## src/rtl/seq_log_pkg.sv

```systemverilog
// seq_log_pkg: shared definitions for the sequence event logger.
//   ev_type_e : record type codes (bit0 = pattern 0110, bit1 = pattern 0111).
//   rec_w()   : record width for a given timestamp width (type bits + time).
package seq_log_pkg;

  typedef enum logic [1:0] {
    EV_NONE = 2'b00,
    EV_0110 = 2'b01,
    EV_0111 = 2'b10,
    EV_BOTH = 2'b11
  } ev_type_e;

  localparam int TYPE_W = 2;

  function automatic int rec_w(input int ts_w);
    return TYPE_W + ts_w;
  endfunction

endpackage

```

## src/rtl/seq_log_fifo.sv

```systemverilog
// seq_log_fifo: synchronous FIFO of event records.
// Ports:
//   clk, reset      : clock, asynchronous active-low reset
//   push, wr_data   : write request and record
//   pop             : read request (ignored when empty)
//   rd_data         : head record, read from registered storage
//   full, empty     : occupancy flags
//   level           : occupancy, 0..DEPTH
//   drop            : push refused because full with no simultaneous pop
module seq_log_fifo
  import seq_log_pkg::*;
#(
  parameter int REC_W = 18,
  parameter int DEPTH = 8
) (
  input  logic                     clk,
  input  logic                     reset,
  input  logic                     push,
  input  logic                     pop,
  input  logic [REC_W-1:0]         wr_data,
  output logic [REC_W-1:0]         rd_data,
  output logic                     full,
  output logic                     empty,
  output logic [$clog2(DEPTH):0]   level,
  output logic                     drop
);

  localparam int AW = $clog2(DEPTH);

  logic [REC_W-1:0] mem_r [DEPTH];
  logic [AW:0]      wr_ptr_r;
  logic [AW:0]      rd_ptr_r;
  logic             do_push_s;
  logic             do_pop_s;

  // Pointers carry a wrap bit: equal means empty, only the wrap bit differing means full.
  assign empty     = (wr_ptr_r == rd_ptr_r);
  assign full      = (wr_ptr_r[AW] != rd_ptr_r[AW]) &&
                     (wr_ptr_r[AW-1:0] == rd_ptr_r[AW-1:0]);
  assign do_pop_s  = pop && !empty;
  // A pop in the same cycle frees the slot, so a push into a full FIFO still lands.
  assign do_push_s = push && (!full || do_pop_s);
  assign drop      = push && full && !do_pop_s;
  assign level     = wr_ptr_r - rd_ptr_r;
  assign rd_data   = mem_r[rd_ptr_r[AW-1:0]];

  // Pointer registers.
  always_ff @(posedge clk or negedge reset) begin
    if (!reset) begin
      wr_ptr_r <= '0;
      rd_ptr_r <= '0;
    end else begin
      if (do_push_s) wr_ptr_r <= wr_ptr_r + {{AW{1'b0}}, 1'b1};
      if (do_pop_s)  rd_ptr_r <= rd_ptr_r + {{AW{1'b0}}, 1'b1};
    end
  end

  // Record storage; cleared on reset so the head reads zero out of reset.
  always_ff @(posedge clk or negedge reset) begin
    if (!reset) begin
      for (int i = 0; i < DEPTH; i++) mem_r[i] <= '0;
    end else if (do_push_s) begin
      mem_r[wr_ptr_r[AW-1:0]] <= wr_data;
    end
  end

endmodule

```

## src/rtl/seq_event_logger.sv

```systemverilog
// seq_event_logger: time-stamps detector pulses, counts them per pattern and
// queues {type, time} records for a valid/ready consumer.
// Ports:
//   clk, reset        : clock, asynchronous active-low reset
//   det_a, det_b      : pattern 0110 / 0111 detection pulses
//   clear             : synchronous clear of counters, overflow and timestamp
//   ev_valid/ev_ready : head-record handshake
//   ev_type, ev_time  : head record
//   cnt_a, cnt_b      : saturating per-pattern event counts
//   level             : FIFO occupancy
//   overflow          : sticky record-loss flag
//   drop_cnt          : saturating dropped-record count, present only when
//                       SEQ_EVENT_LOGGER_DROP_CNT_EN is defined
module seq_event_logger
  import seq_log_pkg::*;
#(
  parameter int TS_W  = 16,
  parameter int DEPTH = 8,
  parameter int CNT_W = 8
) (
  input  logic                   clk,
  input  logic                   reset,
  input  logic                   det_a,
  input  logic                   det_b,
  input  logic                   clear,
  output logic                   ev_valid,
  input  logic                   ev_ready,
  output logic [1:0]             ev_type,
  output logic [TS_W-1:0]        ev_time,
  output logic [CNT_W-1:0]       cnt_a,
  output logic [CNT_W-1:0]       cnt_b,
  output logic [$clog2(DEPTH):0] level,
  output logic                   overflow
`ifdef SEQ_EVENT_LOGGER_DROP_CNT_EN
  ,
  output logic [CNT_W-1:0]       drop_cnt
`endif
);

  localparam int               REC_W   = rec_w(TS_W);
  localparam logic [CNT_W-1:0] CNT_MAX = '1;

  logic [TS_W-1:0]  ts_r;
  logic [CNT_W-1:0] cnt_a_r;
  logic [CNT_W-1:0] cnt_b_r;
  logic             overflow_r;
  ev_type_e         rec_type_s;
  logic [REC_W-1:0] rec_s;
  logic [REC_W-1:0] head_s;
  logic             push_s;
  logic             pop_s;
  logic             full_s;
  logic             empty_s;
  logic             drop_s;

  // Record uses the current (pre-increment) timestamp, even in a clear cycle.
  assign rec_type_s = ev_type_e'({det_b, det_a});
  assign rec_s      = {rec_type_s, ts_r};
  assign push_s     = det_a || det_b;
  assign pop_s      = ev_ready && !empty_s;

  seq_log_fifo #(
    .REC_W (REC_W),
    .DEPTH (DEPTH)
  ) u_fifo (
    .clk     (clk),
    .reset   (reset),
    .push    (push_s),
    .pop     (pop_s),
    .wr_data (rec_s),
    .rd_data (head_s),
    .full    (full_s),
    .empty   (empty_s),
    .level   (level),
    .drop    (drop_s)
  );

  assign ev_valid = !empty_s;
  assign ev_type  = head_s[REC_W-1:TS_W];
  assign ev_time  = head_s[TS_W-1:0];
  assign cnt_a    = cnt_a_r;
  assign cnt_b    = cnt_b_r;
  assign overflow = overflow_r;

  // Free-running timestamp, reloaded to zero by clear.
  always_ff @(posedge clk or negedge reset) begin
    if (!reset)     ts_r <= '0;
    else if (clear) ts_r <= '0;
    else            ts_r <= ts_r + {{(TS_W-1){1'b0}}, 1'b1};
  end

  // Saturating per-pattern counters; dropped events still count, clear-cycle ones do not.
  always_ff @(posedge clk or negedge reset) begin
    if (!reset) begin
      cnt_a_r <= '0;
      cnt_b_r <= '0;
    end else if (clear) begin
      cnt_a_r <= '0;
      cnt_b_r <= '0;
    end else begin
      if (det_a && (cnt_a_r != CNT_MAX)) cnt_a_r <= cnt_a_r + {{(CNT_W-1){1'b0}}, 1'b1};
      if (det_b && (cnt_b_r != CNT_MAX)) cnt_b_r <= cnt_b_r + {{(CNT_W-1){1'b0}}, 1'b1};
    end
  end

  // Sticky loss flag; clear takes priority over a drop in the same cycle.
  always_ff @(posedge clk or negedge reset) begin
    if (!reset)      overflow_r <= 1'b0;
    else if (clear)  overflow_r <= 1'b0;
    else if (drop_s) overflow_r <= 1'b1;
    else             overflow_r <= overflow_r;
  end

`ifdef SEQ_EVENT_LOGGER_DROP_CNT_EN
  logic [CNT_W-1:0] drop_cnt_r;

  // Saturating count of records refused by a full FIFO.
  always_ff @(posedge clk or negedge reset) begin
    if (!reset)                               drop_cnt_r <= '0;
    else if (clear)                           drop_cnt_r <= '0;
    else if (drop_s && (drop_cnt_r != CNT_MAX)) drop_cnt_r <= drop_cnt_r + {{(CNT_W-1){1'b0}}, 1'b1};
    else                                      drop_cnt_r <= drop_cnt_r;
  end

  assign drop_cnt = drop_cnt_r;
`else
  // Without the drop counter, overflow alone reports record loss.
`endif

endmodule

```

## config.mk

```make
export PLATFORM = sky130hd
export DESIGN_NAME = seq_event_logger
export DESIGN_NICKNAME = d
export VERILOG_FILES = /design/src/rtl/seq_log_pkg.sv /design/src/rtl/seq_log_fifo.sv /design/src/rtl/seq_event_logger.sv
export SDC_FILE = /design/constraint.sdc
export NUM_CORES = 1
export LEC_CHECK = 0
export BUFFER_PORTS_ARGS = -buffer_cell sky130_fd_sc_hd__buf_4
export CAP_MARGIN = 15
export CORE_MARGIN = 5
export CORE_UTILIZATION = 40
export DETAILED_ROUTE_END_ITERATION = 8
export GPL_TIMING_DRIVEN = 0
export PLACE_DENSITY = 0.63
export REMOVE_ABC_BUFFERS = 1
export SLEW_MARGIN = 40
export SYNTH_ARGS = -nofsm -noshare
export SYNTH_HDL_FRONTEND = slang
export SYNTH_SLANG_ARGS = --single-unit
```

## constraint.sdc

```tcl
create_clock -name clk -period 3.75 [get_ports clk]
set_input_delay 0.375 -clock clk [delete_from_list [all_inputs] [get_ports clk]]
set_output_delay 0.375 -clock clk [all_outputs]
set_load 0.1 [all_outputs]
```

# Yosys cells after proc, flatten, opt, wreduce, memory -nomap -nowiden
# Index checks and enable logic that the tools add are counted.
word_totals:
  register_bits: 185
  input_bits: 6
  output_inout_bits: 40
  word_cells: 60
classes:
  n_addsub: 6
  order_cmp: 3
  n_eq_ne: 5
  mux: 13
  bitwise_logic: 2
  reduce_logical: 17
ops:
  columns: ["operator", "count"]
  rows:
  - ["bitwise mux 144 bit", 1]
  - ["binary-select mux 18 bit (select 3 bit)", 1]
  - ["demux 18 bit (select 3 bit)", 1]
  - ["two-way mux 18 bit", 3]
  - ["two-way mux 8 bit", 4]
  - ["adder 16 x 1 -> 16 bit, second input constant", 1]
  - ["adder 8 x 1 -> 8 bit, second input constant", 2]
  - ["two-way mux 16 bit", 1]
  - ["!= test 8 bit, second input constant", 2]
  - ["logical AND 1 bit", 9]
  - ["adder 4 x 1 -> 4 bit, second input constant", 2]
  - ["greater-or-equal comparator 4 bit, second input constant", 2]
  - ["inverter 3 -> 4 bit", 2]
  - ["nonzero test 2 bit", 3]
  - ["== test 4 bit", 1]
  - ["< comparator 4 x 1 -> 1 bit, second input constant", 1]
  - ["subtractor 4 bit", 1]
  - ["== test 3 bit", 1]
  - ["zero test 1 bit", 3]
  - ["logical OR 1 bit", 2]
  - ["two-way mux 1 bit", 2]
  - ["!= test 1 bit", 1]

# Longest topological paths before layout
# Gate-level depths: netlist (run 1).
depth:
  depth_word: 8
  depth_mapped: 11
  depth_no_buf: 6

# By module
# Synthesis (run 1) repeated with hierarchy kept, for this count alone.
hier_totals:
  hier_cells: 638
  hier_area_um2: 8886.0
by_module_without_submodules:
  columns: ["module", "instances", "cells_per_inst", "area_each_um2", "seq_area_each_um2"]
  rows:
  - ["seq_log_fifo", 1, 462, 7128.1, 3803.6]
  - ["seq_event_logger", 1, 176, 1757.9, 825.8]

# Least setup slack after synthesis (run 1)
# OpenSTA, ideal clock, no wires.
synth_timing:
  path_type: "reg-to-output"
  start: "register u_fifo.rd_ptr_r[1]"
  end: "output port level[3]"
  arrival_time_ns: 3.181
  t_required_ns: 3.375
  slack_ns: 0.194
  path_stages_with_launch: 8
  n_path_buf: 2
  cell_sequence: "dfrtp_1 -> clkbuf_1 -> clkbuf_1 -> inv_1 -> ha_1 -> a21o_1 -> a21oi_1 -> xnor2_1"
synth_via:
  elab_chain_len: 1
synth_lines:
  columns: ["item", "line_no", "text"]
  rows:
  - ["start, declared", "seq_log_fifo.sv:32", "logic [AW:0] rd_ptr_r;"]
  - ["start signal, assigned", "seq_log_fifo.sv:54", "if (do_pop_s) rd_ptr_r <= rd_ptr_r + {{AW{1'b0}}, 1'b1};"]
  - ["subtractor 4 bit", "seq_log_fifo.sv:44", "assign level = wr_ptr_r - rd_ptr_r;"]
  - ["end, declared", "seq_event_logger.sv:32", "output logic [$clog2(DEPTH):0] level,"]
# No other way between the ends.

# Worst setup path after layout (run 1)
layout_timing:
  start: "register u_fifo.rd_ptr_r[2]"
  end: "register u_fifo.mem_r[101] (netlist name)"
layout_via:
  elab_chain_len: 6
  elab_cells_between_ends: 9
  cone_classes: "2 x eq/ne; 7 x reduce/logical"
layout_lines:
  columns: ["item", "line_no", "text"]
  rows:
  - ["== test 4 bit", "seq_log_fifo.sv:37", "assign empty = (wr_ptr_r == rd_ptr_r);"]
  - ["zero test 1 bit", "seq_log_fifo.sv:40, seq_event_logger.sv:60", null]
  - ["logical AND 1 bit", "seq_event_logger.sv:60", "assign pop_s = ev_ready && !empty_s;"]
  - ["logical AND 1 bit", "seq_log_fifo.sv:40", "assign do_pop_s = pop && !empty;"]
  - ["logical OR 1 bit (*)", "seq_log_fifo.sv:42", "assign do_push_s = push && (!full || do_pop_s);"]
  - ["logical AND 1 bit (*)", "seq_log_fifo.sv:42", null]
  - ["end signal, assigned by index", "seq_log_fifo.sv:63", "mem_r[wr_ptr_r[AW-1:0]] <= wr_data;"]
  - ["end, declared", "seq_log_fifo.sv:30", "logic [REC_W-1:0] mem_r [DEPTH];"]
# Mark *: on every way between the ends. The rest lies on a longest branch, timed or not.
# A chain may end at the register's enable or synchronous reset.

==> results of run 1 <==
-- per-layer routing --
metal | part of all wire | vias up | wire, um | GRT usage
met3 | 0.020 | 19 | 373 | 0.02460
met1 | 0.42 | 2700 | 7702 | 0.1908
met4 | 0.014 | 0 | 256 | 0.04957
met5 | 0 | - | 0 | 0
met2 | 0.55 | 64 | 10000 | 0.2807
li1 | - | 2347 | - | -
-- cells in the final DEF, fill, tap and decap left out, types with 9 or more instances in the layout --
cell       netlist  routed
mux2_2         125     125
nor3_1          10      10
nand3_1         15      15
xnor2_1         15      15
xor2_1           9       9
mux2_4          20      20
dfrtp_1        185     182
nor2_1          36      36
clkbuf_16        0      17
buf_4            4      47
mux4_2          36      36
nand2_1         65      65
-- path summary, 6_finish.rpt --
kind                               startpoint                  to  depth (start not counted)
max                        u_fifo.rd_ptr_r[2]   u_fifo.mem_r[101]                          6
min                                  ev_ready  u_fifo.rd_ptr_r[2]                          3
max reg2reg                u_fifo.rd_ptr_r[2]   u_fifo.mem_r[101]                          6
min reg2reg                  u_fifo.mem_r[29]    u_fifo.mem_r[29]                          1
max in group asynchronous               reset   u_fifo.mem_r[134]                          3
min in group asynchronous               reset            cnt_b[1]                          2
-- stage by stage --
| step | instance area [um^2] | std cells | hold WS [ns] | total power [mW] | setup WS, ns |
|---|---|---|---|---|---|
| after floorplan | 8484 | 597 | 0.07941 | 4.823 | -0.2017 |
| after global placement | 9173 | 922 | 0.4805 | 5.526 | -1.645 |
| after detailed placement | 9376 | 933 | 0.3175 | 5.708 | -0.1063 |
| after CTS | 9946 | 966 | 0.2567 | 7.404 | 0.04770 |
| after global routing | 9947 | 966 | 0.2822 | 7.643 | 0.3381 |
| final | 9947 | 966 | 0.2674 | 7.306 | 0.4603 |
-- tightest hold or removal path: stages --
cell and delay, ns:
buf_4 0.13, nand3_1 0.08, xnor2_1 0.07
-- timing repair --
item	4_1_cts	5_1_grt
hold buffers	1	0
resized for setup	3	1
setup endpoints to repair	29	20
endpoints found under the hold margin	50	0
-- report_power, final --
part           switching [mW]  total, mW  internal, mW  leakage (nW)
logic                    1.92       2.99          1.07          1.87
registers               0.366       2.65          2.28          2.51
clock network           0.725       1.67         0.949         0.253
total                    3.01       7.31          4.29          4.63
-- kinds of logic after synthesis --
kind of cell	synth area share
adder cells (fa/ha/maj)	0.01374
flip-flops	0.5297
XOR/XNOR	0.02591
AO/OA/AOI/OAI	0.02005
AND/OR/NAND/NOR	0.08433
multiplexers	0.2928
buffers and inverters	0.03350
-- state kept, by name (all words and copies together) (netlist names) --
name and flops:
cnt_a 8, overflow 1, u_fifo.wr_ptr_r 4, u_fifo.mem_r 144, ts_r 16, cnt_b 8, u_fifo.rd_ptr_r 4
-- cell type report --
class / instances / area share
multi-input cells: 402 / 0.3875
repair buffers: 57 / 0.05208
flip-flops and latches: 185 / 0.4663
inverters: 10 / 0.004025
clock inverters: 7 / 0.007044
well taps: 280 / 0.03522
clock buffers: 25 / 0.04780
==> summary.txt, run 1 <==
Die
  – Standard-cell rows: 54
  – Core ar.: 21690 um^2
  – Initial cell density of the core: 0.4030
  – I/O pin count: 46
  – Die X-Extent: 157.8 um
  – Vertical die dimension: 157.8 um
  – Die area: 24910 um^2

STA
  – Shortest clock period the worst path allows after layout: 3.290 ns
  – Worst clock skew: ~0.020 ns
  – Achievable frequency: 304.0 MHz
  – Number of hold-slack violations in the final timing report: 0
  – Total Neg Setup Slack: 0 ns
  – Crit share post-route: 0.8773
  – Number of max-slew violations in the final report: 0
  – Final setup violation count: 0
  – Transition time at the pin with the least slew margin: about 0.69 ns
  – Unrepaired setup endpoints after global routing: false
  – Worst relative slew slack: 0.5387

Setup path
  – Setup slack, reg-to-reg: around 0.46 ns
  – Crit path required time: between 4 and 5 ns
  – Crit. End Element: flip-flop
  – Critical path startpoint category: flip-flop
  – Critical path data arrival time: 3.59 ns
  – Buf+Inv Stages, Crit Path: 1
  – Family of cells with the greatest summed delay on the critical path: flip-flops
  – Critical-path cell list: inv_4 -> ha_1 -> nand3_1 -> o32ai_2 -> or4_4 -> mux2_2
  – Critical-path top delay cell: dfrtp_2
  – Critical path type: reg2reg
  – Worst-path fanout max: 21
  – Delay of the slowest critical-path stage: 0.79 ns

Power and ir drop
  – Max VDD drop: 0.7789 mV
  – Leakage power figure: 4.628 nW
  – Power density over the cells: approximately 730 nW/um^2

Yosys
  – Instance count of the mapped netlist: roughly 650
  – Synth unique cells: 49
  – Largest area contributor in the synthesized netlist: dfrtp_1
  – Netlist Area Pre-Place: 8740 um^2
  – EDFF count, synth: 0
  – Register bit count reported by yosys: between 150 and 200
  – Synth Warn #: 0
  – Most frequent cell after synthesis: dfrtp_1
  – Top cells by area in the synthesized netlist: dfrtp_1 (53%), mux2_2 (16%), mux4_2 (9.3%)
  – Avg Inst Size Synth: roughly 14 um^2
  – Primary flip-flop cell chosen by synthesis mapping: dfrtp_1
  – Ys async rst share: 1.000
  – Commonest cells post-synth: dfrtp_1 (185), mux2_2 (125), nand2_1 (65), mux4_2 (36), nor2_1 (36)
  – Yosys top cell area share: 0.5297
  – Sequential cell area fraction in the yosys report: 0.5297

Drt
  – Number of search-and-repair iterations in the first detailed-routing pass: 7
  – Avg WL per Cell: 18.98 um
  – Vias after detailed routing: 5130
  – Post-DRT Antenna Nets: 0
  – Number of DRC violations after detailed routing: 0
  – Routed WL: 18.33 mm
  – Detail-routed via count per cell: 5.311
  – Number of DRC violations after detailed-routing iteration 0: 180

Clock tree
  – Clock sink count: ~190
  – Reg clk slew, reported paths: 0.06 ns
  – Source-to-sink clock delay at the later pin of the worst-skew pair: 0.43 ns
  – CTS tree: built
  – H-tree levels: 4
  – Post-CTS Repair Setup Buffers: 0
  – CTS max path bufs: 2
  – Num CTS Buffers: 17
  – Cell at the root of the clock tree: clkbuf_16

Layout
  – P&R area growth vs syn: 13.82%
  – Layout Utilization: 0.4586
  – ANT cells: 0
  – Fillers: 1881
  – Footprint of the multi-input gates: 3855 um^2
  – Fraction of final layout cells sized beyond drive strength 1: 0.4067
  – Area occupied by registers: 4638 um^2
  – NumNets Final: 688

Global routing
  – Global Route Usage Sum: 0.1555
  – Maximum number of pins on one net before global-route repair: ~80
  – Initial antenna violation count: 0
  – Vias in the first global route: 5491
  – Overflow after GRT: 0
  – Wire length of the first global-routing pass: between 20 and 30 mm

Hold path
  – Class of the most critical hold timing path: in2reg

Run
  – Maxcap violations: 0

Place
  – Gp weighted congestion: 0.8003
  – Count of buffers inserted at the top-level ports: 45
  – DP HPWL: 11.87 mm

Status
  – Result of the run: complete, no violations
Power figures use the tool's default switching activity.
==> run 2, diff against run 1 <==
--- a/config.mk
+++ b/config.mk
@@ -9,11 +9,11 @@
 export CAP_MARGIN = 15
 export CORE_MARGIN = 5
 export CORE_UTILIZATION = 40
+export CTS_CLUSTER_DIAMETER = 200
 export DETAILED_ROUTE_END_ITERATION = 8
 export GPL_TIMING_DRIVEN = 0
-export PLACE_DENSITY = 0.63
+export PLACE_DENSITY = 0.65
 export REMOVE_ABC_BUFFERS = 1
-export SLEW_MARGIN = 40
 export SYNTH_ARGS = -nofsm -noshare
 export SYNTH_HDL_FRONTEND = slang
 export SYNTH_SLANG_ARGS = --single-unit
==> constraint.sdc (replaced) <==
create_clock -name clk -period 2.64 [get_ports clk]
set_input_delay 0.264 -clock clk [delete_from_list [all_inputs] [get_ports clk]]
set_output_delay 0.264 -clock clk [all_outputs]
set_load 0.1 [all_outputs]
==> summary.txt, run 2 (same netlist as run 1, synthesis figures left out) <==
STA
  – Worst clock skew: 0.007548 ns
  – Achievable frequency: 397.9 MHz
  – Unrepaired setup endpoints after global routing: false
  – Final setup violation count: 0
  – Crit share post-route: 0.9521
  – Transition time at the pin with the least slew margin: 0.6423 ns
  – Shortest clock period the worst path allows after layout: between 2 and 3 ns
  – Number of max-slew violations in the final report: 0
  – Number of hold-slack violations in the final timing report: 0
  – Worst relative slew slack: 0.5718

Layout
  – ANT cells: 0
  – Flip-flop count of the largest register, all copies and words added: around 140
  – Most common cell after layout, fill and taps aside: dfrtp_1
  – P&R area growth vs syn: 16.86%
  – Fillers: 1859
  – Fraction of final layout cells sized beyond drive strength 1: 0.4267
  – Register bank with the most flops: u_fifo.mem_r
  – Top flop regs: u_fifo.mem_r x144, ts_r x16
  – NumNets Final: 698
  – Most used cells in the layout excluding fill and tap cells: dfrtp_1 (181), mux2_2 (125), nand2_1 (65)
  – Area occupied by registers: 4639 um^2
  – Post-route cell area: 10210 um^2
  – Footprint of the multi-input gates: 3884 um^2
  – Layout Utilization: 0.4709

Clock tree
  – Clock sink count: roughly 190
  – CTS tree: built
  – H-tree levels: 4
  – Reg clk slew, reported paths: 0.07 ns
  – Num CTS Buffers: 17
  – Cell at the root of the clock tree: clkbuf_16
  – Source-to-sink clock delay at the later pin of the worst-skew pair: 0.43 ns
  – CTS max path bufs: 2

Power and ir drop
  – Leakage power figure: 4.758 nW
  – Power density over the cells: approximately 1100 nW/um^2
  – Max VDD drop: about 0.86 mV
  – Cell-internal power: 6.380 mW
  – Clock power share: 0.224
  – Sequential fraction of design power: 0.334
  – Net switching power: 4.498 mW
  – Combinational fraction of design power: 0.442
  – Sw frac: 0.4135

Drt
  – Vias after detailed routing: 5266
  – Detail-routed via count per cell: 5.395
  – Post-DRT Antenna Nets: 0
  – Number of DRC violations after detailed routing: 0
  – Routed WL: 19.40 mm
  – Number of DRC violations after detailed-routing iteration 0: 310
  – Avg WL per Cell: 19.88 um
  – Number of search-and-repair iterations in the first detailed-routing pass: 4

Setup path
  – Critical path startpoint category: flip-flop
  – Worst-path fanout max: 10
  – Critical path data arrival time: 2.25 ns
  – Endpoint of the most critical register-to-register path: u_fifo.mem_r[85]
  – Cell depth of the worst flop-to-flop path: 8
  – Setup slack, reg-to-reg: about 0.15 ns
  – Reg-to-reg critical path startpoint: u_fifo.wr_ptr_r[0]
  – Critical path type: reg2out
  – Crit. End Element: output pin
  – Delay of the slowest critical-path stage: 0.56 ns
  – Critical-path cell list: inv_1 -> ha_1 -> a21o_1 -> a21oi_1 -> xnor2_1 -> buf_4
  – Crit path required time: ~2.4 ns
  – Critical-path top delay cell: dfrtp_2

Global routing
  – Vias in the first global route: ~5900
  – Maximum number of pins on one net before global-route repair: 132
  – Global Route Usage Sum: 0.1665
  – Wire length of the first global-routing pass: 32.26 mm
  – Initial antenna violation count: 0
  – Overflow after GRT: 0

Place
  – Gp weighted congestion: about 0.77
  – Count of buffers inserted at the top-level ports: 45
  – Placed instance area: 9343 um^2
  – DP HPWL: 11.33 mm

Hold path
  – Start point of the worst min-delay path: ev_ready
  – Worst min-delay path endpoint: overflow
  – Class of the most critical hold timing path: in2reg
  – Hold Path Depth: 4

Die
  – Core ar.: 21690 um^2
  – Die X-Extent: approximately 160 um
  – I/O pin count: 46
  – Standard-cell rows: 54
  – Die area: roughly 25000 um^2
  – Vertical die dimension: 157.8 um
  – Initial cell density of the core: 0.4030

Run
  – Maxcap violations: 0

Status
  – Result of the run: complete, no violations
[run 2: changes by cell type in the layout (fill, tap and decap cells not counted), moves of 3 or more]
cell and delta:
clkbuf_1 -5, buf_16 +3, clkinv_2 +3, buf_12 +6, buf_6 -3, buf_4 +3
[run 2: power by group through the flow]
| stage | Combinational, mW | Clock, mW | Sequential (mW) |
|---|---|---|---|
| 4_1_cts | 4.81 | 2.48 | 3.63 |
| 6_report | 4.81 | 2.44 | 3.63 |
| 2_1_floorplan | 2.97 | 0 | 3.76 |
| 3_5_place_dp | 4.22 | 0 | 3.86 |
| 3_3_place_gp | 3.93 | 0 | 3.91 |
| 5_1_grt | 5.06 | 2.59 | 3.69 |
[run 2: worst max-delay path: cells and delay by family (launching register included)]
family / cells / cell delay, ns
AO/OA/AOI/OAI: 2 / 0.36
XOR/XNOR: 1 / 0.15
adder cells (fa/ha/maj): 1 / 0.34
buffers and inverters: 2 / 0.40
flip-flops: 1 / 0.56
[run 2: what timing repair did]
item                                   CTS  global route
buffers inserted                        15             0
hold buffers                             1             0
setup endpoints to repair              175           111
pin swaps                                6             0
resized for setup                       13             3
endpoints found under the hold margin   54             0
[run 2: worst max path at each step]
stage                       start                end  depth (start not counted)
5_1_grt        u_fifo.rd_ptr_r[0]         ev_type[1]                          5
3_5_place_dp   u_fifo.rd_ptr_r[2]  u_fifo.mem_r[106]                          6
6_report       u_fifo.rd_ptr_r[1]           level[3]                          6
4_1_cts        u_fifo.wr_ptr_r[0]  u_fifo.mem_r[125]                          7
3_3_place_gp   u_fifo.rd_ptr_r[2]    u_fifo.mem_r[1]                          6
2_1_floorplan  u_fifo.rd_ptr_r[0]           level[2]                          3
[run 2: cell type report]
type	instances	share of cell area
sequential	185	0.4542
tap	280	0.03430
clock buffer	21	0.04606
inverter	10	0.004900
multi-input combinational	402	0.3803
timing repair buffer	67	0.07093
clock inverter	11	0.009310
[run 2: routing by layer]
layer / routed length [um] / vias up / global-route usage / part of all wire
met3: 725 / 16 / 0.03116 / 0.037
met5: 0 / - / 0 / 0
met2: 10390 / 107 / 0.2935 / 0.54
li1: - / 2375 / - / -
met4: 218 / 0 / 0.04752 / 0.011
met1: 8061 / 2768 / 0.2099 / 0.42
[run 2: stage by stage]
step	setup WS, ns	setup TNS [ns]	power, mW	std cells	hold slack, ns
floorplan	-1.201	-146.68	6.733	597	-0.03159
global placement	-2.797	-367.13	7.840	922	0.4806
detailed placement	-2.435	-304.53	8.079	928	0.2154
CTS	0.05181	0	10.91	976	0.1446
global route	0.0004254	0	11.34	976	0.1790
finish	0.1265	0	10.88	976	0.1781
